<file path="src/rtl/lcd_host_ctrl_pkg.sv">
// Shared opcodes, image geometry and FSM state type for the LCD host controller.
package lcd_pkg;

  localparam logic [2:0] CMD_LOAD   = 3'd0;
  localparam logic [2:0] CMD_ZOOMIN = 3'd1;
  localparam logic [2:0] CMD_ZOOMFT = 3'd2;
  localparam logic [2:0] CMD_RIGHT  = 3'd3;
  localparam logic [2:0] CMD_LEFT   = 3'd4;
  localparam logic [2:0] CMD_UP     = 3'd5;
  localparam logic [2:0] CMD_DOWN   = 3'd6;
  localparam logic [2:0] CMD_BAD    = 3'd7;

  localparam int unsigned IMG_W   = 12;
  localparam int unsigned IMG_H   = 9;
  localparam int unsigned IMG_PIX = IMG_W * IMG_H;
  localparam int unsigned WIN_PIX = 16;

  typedef enum logic [2:0] {
    ST_IDLE,
    ST_ISSUE,
    ST_LOAD,
    ST_COLLECT,
    ST_DONE
  } state_e;

endpackage

</file>
<file path="src/rtl/lcd_host_ctrl_if.sv">
// Bundles the upstream request, image-source, LCD command and window-capture signals.
interface lcd_host_ctrl_if;
  logic       req_valid;
  logic [2:0] req_cmd;
  logic       req_ready;
  logic [6:0] img_addr;
  logic [7:0] img_rdata;
  logic [2:0] cmd;
  logic       cmd_valid;
  logic [7:0] datain;
  logic       busy;
  logic [7:0] dataout;
  logic       output_valid;
  logic [7:0] pix_out;
  logic [3:0] pix_idx;
  logic       pix_valid;
  logic       frame_done;
  logic       err_timeout;

  modport master (
    input  req_valid, req_cmd, img_rdata, busy, dataout, output_valid,
    output req_ready, img_addr, cmd, cmd_valid, datain,
           pix_out, pix_idx, pix_valid, frame_done, err_timeout
  );

  modport slave (
    output req_valid, req_cmd, img_rdata, busy, dataout, output_valid,
    input  req_ready, img_addr, cmd, cmd_valid, datain,
           pix_out, pix_idx, pix_valid, frame_done, err_timeout
  );
endinterface

</file>
<file path="src/rtl/lcd_host_timeout.sv">
// Loadable down-counter: armed by load, fires a single expire pulse when it reaches zero while enabled.
module lcd_host_timeout #(
  parameter int unsigned W = 8
) (
  input  logic         clk,
  input  logic         reset,
  input  logic         load_i,
  input  logic [W-1:0] load_val_i,
  input  logic         clear_i,
  input  logic         en_i,
  output logic         expire_o
);

  logic [W-1:0] cnt_q, cnt_d;
  logic         armed_q, armed_d;

  assign expire_o = en_i && armed_q && (cnt_q == '0);

  always_comb begin
    cnt_d   = cnt_q;
    armed_d = armed_q;
    if (load_i) begin
      cnt_d   = load_val_i;
      armed_d = 1'b1;
    end else if (clear_i || expire_o) begin
      cnt_d   = '0;
      armed_d = 1'b0;
    end else if (en_i && armed_q) begin
      cnt_d = cnt_q - W'(1);
    end
  end

  always_ff @(posedge clk or negedge reset) begin
    if (!reset) begin
      cnt_q   <= '0;
      armed_q <= 1'b0;
    end else begin
      cnt_q   <= cnt_d;
      armed_q <= armed_d;
    end
  end

endmodule

</file>
<file path="src/rtl/lcd_host_ctrl.sv">
// LCD command host: issues opcodes, streams the image on LOAD and captures each 16-pixel window.
module lcd_host_ctrl
  import lcd_pkg::*;
#(
  parameter int unsigned TIMEOUT = 256
) (
  input  logic            clk,
  input  logic            reset,
  lcd_host_ctrl_if.master bus
);

  localparam int unsigned TW = (TIMEOUT > 1) ? $clog2(TIMEOUT) : 1;

  state_e     state_q, state_d;
  logic [2:0] cmd_q, cmd_d;
  logic       cmd_valid_q, cmd_valid_d;
  logic [6:0] img_addr_q, img_addr_d;
  logic [6:0] load_cnt_q, load_cnt_d;
  logic [4:0] win_cnt_q, win_cnt_d;
  logic [7:0] pix_out_q, pix_out_d;
  logic [3:0] pix_idx_q, pix_idx_d;
  logic       pix_valid_q, pix_valid_d;
  logic       frame_done_q, frame_done_d;
  logic       err_q, err_d;

  logic tmo_load, tmo_en, tmo_clr, tmo_expire;

  // Counter is reloaded on every entry into a waiting state, so ISSUE->COLLECT restarts it.
  assign tmo_en   = (state_q == ST_ISSUE) || (state_q == ST_COLLECT);
  assign tmo_load = (state_d != state_q) && ((state_d == ST_ISSUE) || (state_d == ST_COLLECT));
  assign tmo_clr  = !tmo_en;

  lcd_host_timeout #(.W(TW)) u_timeout (
    .clk        (clk),
    .reset      (reset),
    .load_i     (tmo_load),
    .load_val_i (TW'(TIMEOUT - 1)),
    .clear_i    (tmo_clr),
    .en_i       (tmo_en),
    .expire_o   (tmo_expire)
  );

  always_comb begin
    state_d      = state_q;
    cmd_d        = cmd_q;
    cmd_valid_d  = cmd_valid_q;
    img_addr_d   = '0;
    load_cnt_d   = load_cnt_q;
    win_cnt_d    = win_cnt_q;
    pix_out_d    = pix_out_q;
    pix_idx_d    = pix_idx_q;
    pix_valid_d  = 1'b0;
    frame_done_d = 1'b0;
    err_d        = 1'b0;
    unique case (state_q)
      ST_IDLE: begin
        if (bus.req_valid) begin
          if (bus.req_cmd == CMD_BAD) begin
            err_d = 1'b1;
          end else begin
            cmd_d       = bus.req_cmd;
            cmd_valid_d = 1'b1;
            state_d     = ST_ISSUE;
          end
        end
      end
      ST_ISSUE: begin
        if (!bus.busy) begin
          cmd_valid_d = 1'b0;
          load_cnt_d  = '0;
          if (cmd_q == CMD_LOAD) begin
            img_addr_d = 7'd1;
            state_d    = ST_LOAD;
          end else begin
            state_d = ST_COLLECT;
          end
        end else if (tmo_expire) begin
          cmd_valid_d = 1'b0;
          err_d       = 1'b1;
          state_d     = ST_IDLE;
        end
      end
      ST_LOAD: begin
        // Address runs one pixel ahead of load_cnt to cover the read latency.
        load_cnt_d = load_cnt_q + 7'd1;
        img_addr_d = load_cnt_q + 7'd2;
        if (load_cnt_q == 7'(IMG_PIX - 1)) begin
          load_cnt_d = '0;
          img_addr_d = '0;
          state_d    = ST_COLLECT;
        end
      end
      ST_COLLECT: begin
        if (tmo_expire) begin
          err_d     = 1'b1;
          win_cnt_d = '0;
          state_d   = ST_IDLE;
        end else if (bus.output_valid) begin
          pix_out_d   = bus.dataout;
          pix_idx_d   = win_cnt_q[3:0];
          pix_valid_d = 1'b1;
          win_cnt_d   = win_cnt_q + 5'd1;
          if (win_cnt_q == 5'(WIN_PIX - 1)) state_d = ST_DONE;
        end
      end
      ST_DONE: begin
        frame_done_d = 1'b1;
        win_cnt_d    = '0;
        load_cnt_d   = '0;
        state_d      = ST_IDLE;
      end
      default: state_d = ST_IDLE;
    endcase
  end

  always_ff @(posedge clk or negedge reset) begin
    if (!reset) begin
      state_q      <= ST_IDLE;
      cmd_q        <= '0;
      cmd_valid_q  <= 1'b0;
      img_addr_q   <= '0;
      load_cnt_q   <= '0;
      win_cnt_q    <= '0;
      pix_out_q    <= '0;
      pix_idx_q    <= '0;
      pix_valid_q  <= 1'b0;
      frame_done_q <= 1'b0;
      err_q        <= 1'b0;
    end else begin
      state_q      <= state_d;
      cmd_q        <= cmd_d;
      cmd_valid_q  <= cmd_valid_d;
      img_addr_q   <= img_addr_d;
      load_cnt_q   <= load_cnt_d;
      win_cnt_q    <= win_cnt_d;
      pix_out_q    <= pix_out_d;
      pix_idx_q    <= pix_idx_d;
      pix_valid_q  <= pix_valid_d;
      frame_done_q <= frame_done_d;
      err_q        <= err_d;
    end
  end

  assign bus.req_ready   = (state_q == ST_IDLE);
  assign bus.cmd         = cmd_q;
  assign bus.cmd_valid   = cmd_valid_q;
  assign bus.img_addr    = img_addr_q;
  assign bus.datain      = (state_q == ST_LOAD) ? bus.img_rdata : '0;
  assign bus.pix_out     = pix_out_q;
  assign bus.pix_idx     = pix_idx_q;
  assign bus.pix_valid   = pix_valid_q;
  assign bus.frame_done  = frame_done_q;
  assign bus.err_timeout = err_q;

endmodule

</file>
<file path="src/flat_wrapper.sv">
// flat-port wrapper written by rule: the top's interface ports become plain ports
module lcd_host_ctrl_flat import lcd_pkg::*;
#(
  parameter int unsigned TIMEOUT = 256
)
  (clk, reset, bus_req_valid, bus_req_cmd, bus_img_rdata, bus_busy, bus_dataout, bus_output_valid, bus_req_ready, bus_img_addr, bus_cmd, bus_cmd_valid, bus_datain, bus_pix_out, bus_pix_idx, bus_pix_valid, bus_frame_done, bus_err_timeout);
  lcd_host_ctrl_if bus_i ();
  input  logic clk;
  input  logic reset;
  input wire logic [$bits(bus_i.req_valid)-1:0] bus_req_valid;
  input wire logic [$bits(bus_i.req_cmd)-1:0] bus_req_cmd;
  input wire logic [$bits(bus_i.img_rdata)-1:0] bus_img_rdata;
  input wire logic [$bits(bus_i.busy)-1:0] bus_busy;
  input wire logic [$bits(bus_i.dataout)-1:0] bus_dataout;
  input wire logic [$bits(bus_i.output_valid)-1:0] bus_output_valid;
  output wire logic [$bits(bus_i.req_ready)-1:0] bus_req_ready;
  output wire logic [$bits(bus_i.img_addr)-1:0] bus_img_addr;
  output wire logic [$bits(bus_i.cmd)-1:0] bus_cmd;
  output wire logic [$bits(bus_i.cmd_valid)-1:0] bus_cmd_valid;
  output wire logic [$bits(bus_i.datain)-1:0] bus_datain;
  output wire logic [$bits(bus_i.pix_out)-1:0] bus_pix_out;
  output wire logic [$bits(bus_i.pix_idx)-1:0] bus_pix_idx;
  output wire logic [$bits(bus_i.pix_valid)-1:0] bus_pix_valid;
  output wire logic [$bits(bus_i.frame_done)-1:0] bus_frame_done;
  output wire logic [$bits(bus_i.err_timeout)-1:0] bus_err_timeout;
  assign bus_i.req_valid = bus_req_valid;
  assign bus_i.req_cmd = bus_req_cmd;
  assign bus_i.img_rdata = bus_img_rdata;
  assign bus_i.busy = bus_busy;
  assign bus_i.dataout = bus_dataout;
  assign bus_i.output_valid = bus_output_valid;
  assign bus_req_ready = bus_i.req_ready;
  assign bus_img_addr = bus_i.img_addr;
  assign bus_cmd = bus_i.cmd;
  assign bus_cmd_valid = bus_i.cmd_valid;
  assign bus_datain = bus_i.datain;
  assign bus_pix_out = bus_i.pix_out;
  assign bus_pix_idx = bus_i.pix_idx;
  assign bus_pix_valid = bus_i.pix_valid;
  assign bus_frame_done = bus_i.frame_done;
  assign bus_err_timeout = bus_i.err_timeout;
  lcd_host_ctrl #(.TIMEOUT(TIMEOUT)) u_core (.clk(clk), .reset(reset), .bus(bus_i));
endmodule
</file>
<file path="config.mk">
export PLATFORM = sky130hd
export DESIGN_NAME = lcd_host_ctrl_flat
export DESIGN_NICKNAME = d
export VERILOG_FILES = /design/src/rtl/lcd_host_ctrl_pkg.sv /design/src/rtl/lcd_host_ctrl_if.sv /design/src/rtl/lcd_host_timeout.sv /design/src/rtl/lcd_host_ctrl.sv /design/src/flat_wrapper.sv
export SDC_FILE = /design/constraint.sdc
export NUM_CORES = 1
export LEC_CHECK = 0
export ABC_AREA = 1
export CAP_MARGIN = 10
export CORE_MARGIN = 5
export CORE_UTILIZATION = 40
export CTS_CLUSTER_DIAMETER = 150
export DETAILED_ROUTE_END_ITERATION = 16
export PLACE_DENSITY = 0.66
export SLEW_MARGIN = 10
export SYNTH_ARGS = -nofsm -noshare
export SYNTH_HDL_FRONTEND = slang
export SYNTH_SLANG_ARGS = --single-unit
</file>
<file path="constraint.sdc">
create_clock -name clk -period 2.2 [get_ports clk]
set_input_delay 0.55 -clock clk [delete_from_list [all_inputs] [get_ports clk]]
set_output_delay 0.55 -clock clk [all_outputs]
set_load 0.02 [all_outputs]
</file>
==> metrics <==
status finished clean; # clock sinks 50; Final ANT Viol Nets 0; Psw between 2 and 2.5 mW; Internal roughly 2.5 mW; min cycle time layout just over 2 ns; Setup crit start kind register; met2 Resource Use GR 0.212; GR Util met1 0.194; Port Buf Inserts 58; worst min-delay path class in2async; endpoints failing hold 0; WS Path Type reg2out; Synth area leaders dfrtp_1 (48%), nand2_1 (10%), inv_1 (6.5%); combinational share of power 0.525; Clock Latency Late Sink 0.31 ns; TritonCTS clock tree yes; largest net degree at the start of global routing between 50 and 60; Layout Nets approximately 400; Async SR Flop Fraction 1.00; number of synthesized register bits 50; synthesized area ~2600 um^2; Setup crit end kind output port; cell taking the most area after synthesis dfrtp_1; Hold-fix buffers, CTS 0; Antenna diodes 0; share of cells above drive strength 1 0.131; Leakage approximately 1.7 nW; area of placed instances ~3300 um^2; Cell Pwr Density around 1300 nW/um^2; total wire length between 5000 and 6000 um; Slew Limit Headroom 0.573; YS warnings 0; number of DRC markers in iteration 0 92; initial antenna violation count 0; Final Cell Area about 3400 um^2; Post-synth EDFFs 0; power share of the clock group 0.128; vias per cell roughly 4.7; Core ar. around 6300 um^2; sw frac 0.445; Seq/Total Area, Yosys 0.480; most common cell after layout, fill and taps aside nand2_1; maximum buffer depth of the clock tree 2; Reg clk slew, reported paths 0.09 ns; Max Cap Viol 0; prevailing post-synth register cell dfrtp_1; Setup-failing EPs final 0; RSZ-0062 raised after global routing false; Worst Tran Pin Value approximately 0.64 ns; commonest cells after routing, fill and taps aside nand2_1 (71), clkdlybuf4s50_1 (48), dfrtp_1 (48); GR peak layer met2; Tot GR Track Use 0.142; DR DRC count 0; Root Driver clkbuf_8; cts bufs inserted 5; DP Wirelength 4070 um; grt ovf 0; crit-path max FO 5; Synth cell types 36; peak supply drop 0.712 mV; Die Wd ~90 um; Arr. time, crit path about 1.5 ns; register share of total power 0.347; Syn-to-layout area delta 30.0%; post-synth top area share 0.480; skew final around 0.012 ns; syn_nets 335; syn_area_per_cell 8.55 um^2; Max Freq between 0.4 and 0.5 GHz; gpl congestion around 0.77; die area 8230 um^2; H-tree Lvls 2; Final Max Slew Viols 0; Die H 90.7 um; routed len/inst between 10 and 15 um; first-pass GRT wire length 9770 um; Critical Path RT about 1.7 ns; Pwr Total 4.51 mW; vias in the first global route between 2000 and 2500; Tcrit/Tclk final 0.937; Ports 59; Pre-Repair DR Iteration Count 4; Via Count 2134; global-route met3 utilization 0.0492; Rows 29; Gate Count Post-Synth about 310; initial core utilization 0.411
[power by group through the flow]
stage	sequential (mW)	combinational (mW)	clock [mW]
after floorplan	1.71	1.44	0
after global placement	1.57	2.38	0
after detailed placement	1.57	2.42	0
after CTS	1.57	2.40	0.603
after global routing	1.62	2.65	0.637
final	1.56	2.37	0.577
[cell usage after synthesis (2+ instances only)]
library cell   n
nand2_1       71
dfrtp_1       50
inv_1         45
nor2_1        36
nand3_1       12
a21oi_1       11
o21ai_0       10
ha_1           6
inv_2          6
xor2_1         6
nand2_2        5
o211ai_1       5
o21ai_1        4
nand2_4        3
nand3_4        3
nand4_1        3
nor3_1         3
o21ai_2        3
o22ai_1        3
buf_2          2
nor2_4         2
nor2_8         2
[path summary, 6_finish.rpt]
path,startpoint,endpoint,slack (ns),cells after the start
worst min register to register,u_core.bus.pix_idx[2],u_core.bus.pix_idx[2],0.49,2
min in group clk,u_core.bus.pix_idx[2],u_core.bus.pix_idx[2],0.49,2
max in group asynchronous,reset,u_core.state_q[0],1.39,2
worst max-delay path,u_core.state_q[1],bus_req_ready,0.14,4
worst min-delay path,reset,u_core.load_cnt_q[1],0.35,2
worst max register to register,u_core.win_cnt_q[0],u_core.u_timeout.cnt_q[5],0.45,12
[metal layers]
layer  share of wire  vias to the layer above
li1                -                     1094
met1            0.48                      955
met2            0.41                       78
met3           0.091                        7
met4           0.013                        0
met5               0                        -
[registers in the layout, indices dropped and copies added, names as in the netlist]
signal,cells
u_core.bus.img_addr,7
u_core.bus.cmd,3
u_core.bus.err_timeout,1
u_core.bus.pix_out,8
u_core.bus.frame_done,1
u_core.bus.pix_valid,1
u_core.load_cnt_q,7
u_core.bus.pix_idx,4
u_core.win_cnt_q,5
u_core.state_q,3
u_core.bus.cmd_valid,1
u_core.u_timeout.cnt_q,8
u_core.u_timeout.armed_q,1
[worst max-delay path, cell delays in order (launching register included)]
cell and delay, ns:
dfrtp_2 0.47, inv_1 0.07, nand2_1 0.08, nor2_2 0.21, dlygate4sd2_1 0.38
[through the flow]
step	utilization	setup TNS, ns	std cells	worst slack, ns	hold WS, ns
2_1_floorplan	-	0	305	0.388	0.254
3_3_place_gp	0.518	-0.621	441	-0.0926	0.463
3_5_place_dp	0.518	-0.693	441	-0.101	0.468
4_1_cts	0.534	0	450	0.140	0.366
5_1_grt	0.534	0	450	0.0457	0.410
6_report	0.534	0	450	0.139	0.349
[what timing repair did]
| item | 4_1_cts | 5_1_grt |
|---|---|---|
| setup endpoints to repair | 9 | 0 |
| endpoints found under the hold margin | 0 | 0 |
| gates resized for setup | 11 | 0 |
| buffers inserted | 1 | 0 |
[cell families after synthesis]
family,synth area share
compound gates,0.109
simple gates,0.276
buf+inv,0.0854
flops,0.480
fa+ha+maj,0.0288
xor+xnor,0.0202
[final cells by class]
class                           count  area [um^2]
Tap cell                           77         96.3
Clock buffer                        6         82.6
Multi-Input combinational cell    199         1130
Sequential cell                    50         1250
Timing Repair Buffer               64          609
Clock inverter                      2         16.3
Inverter                           52          198
Fill cell                         575         2960
Note: power is estimated with default switching activity, not from simulation.
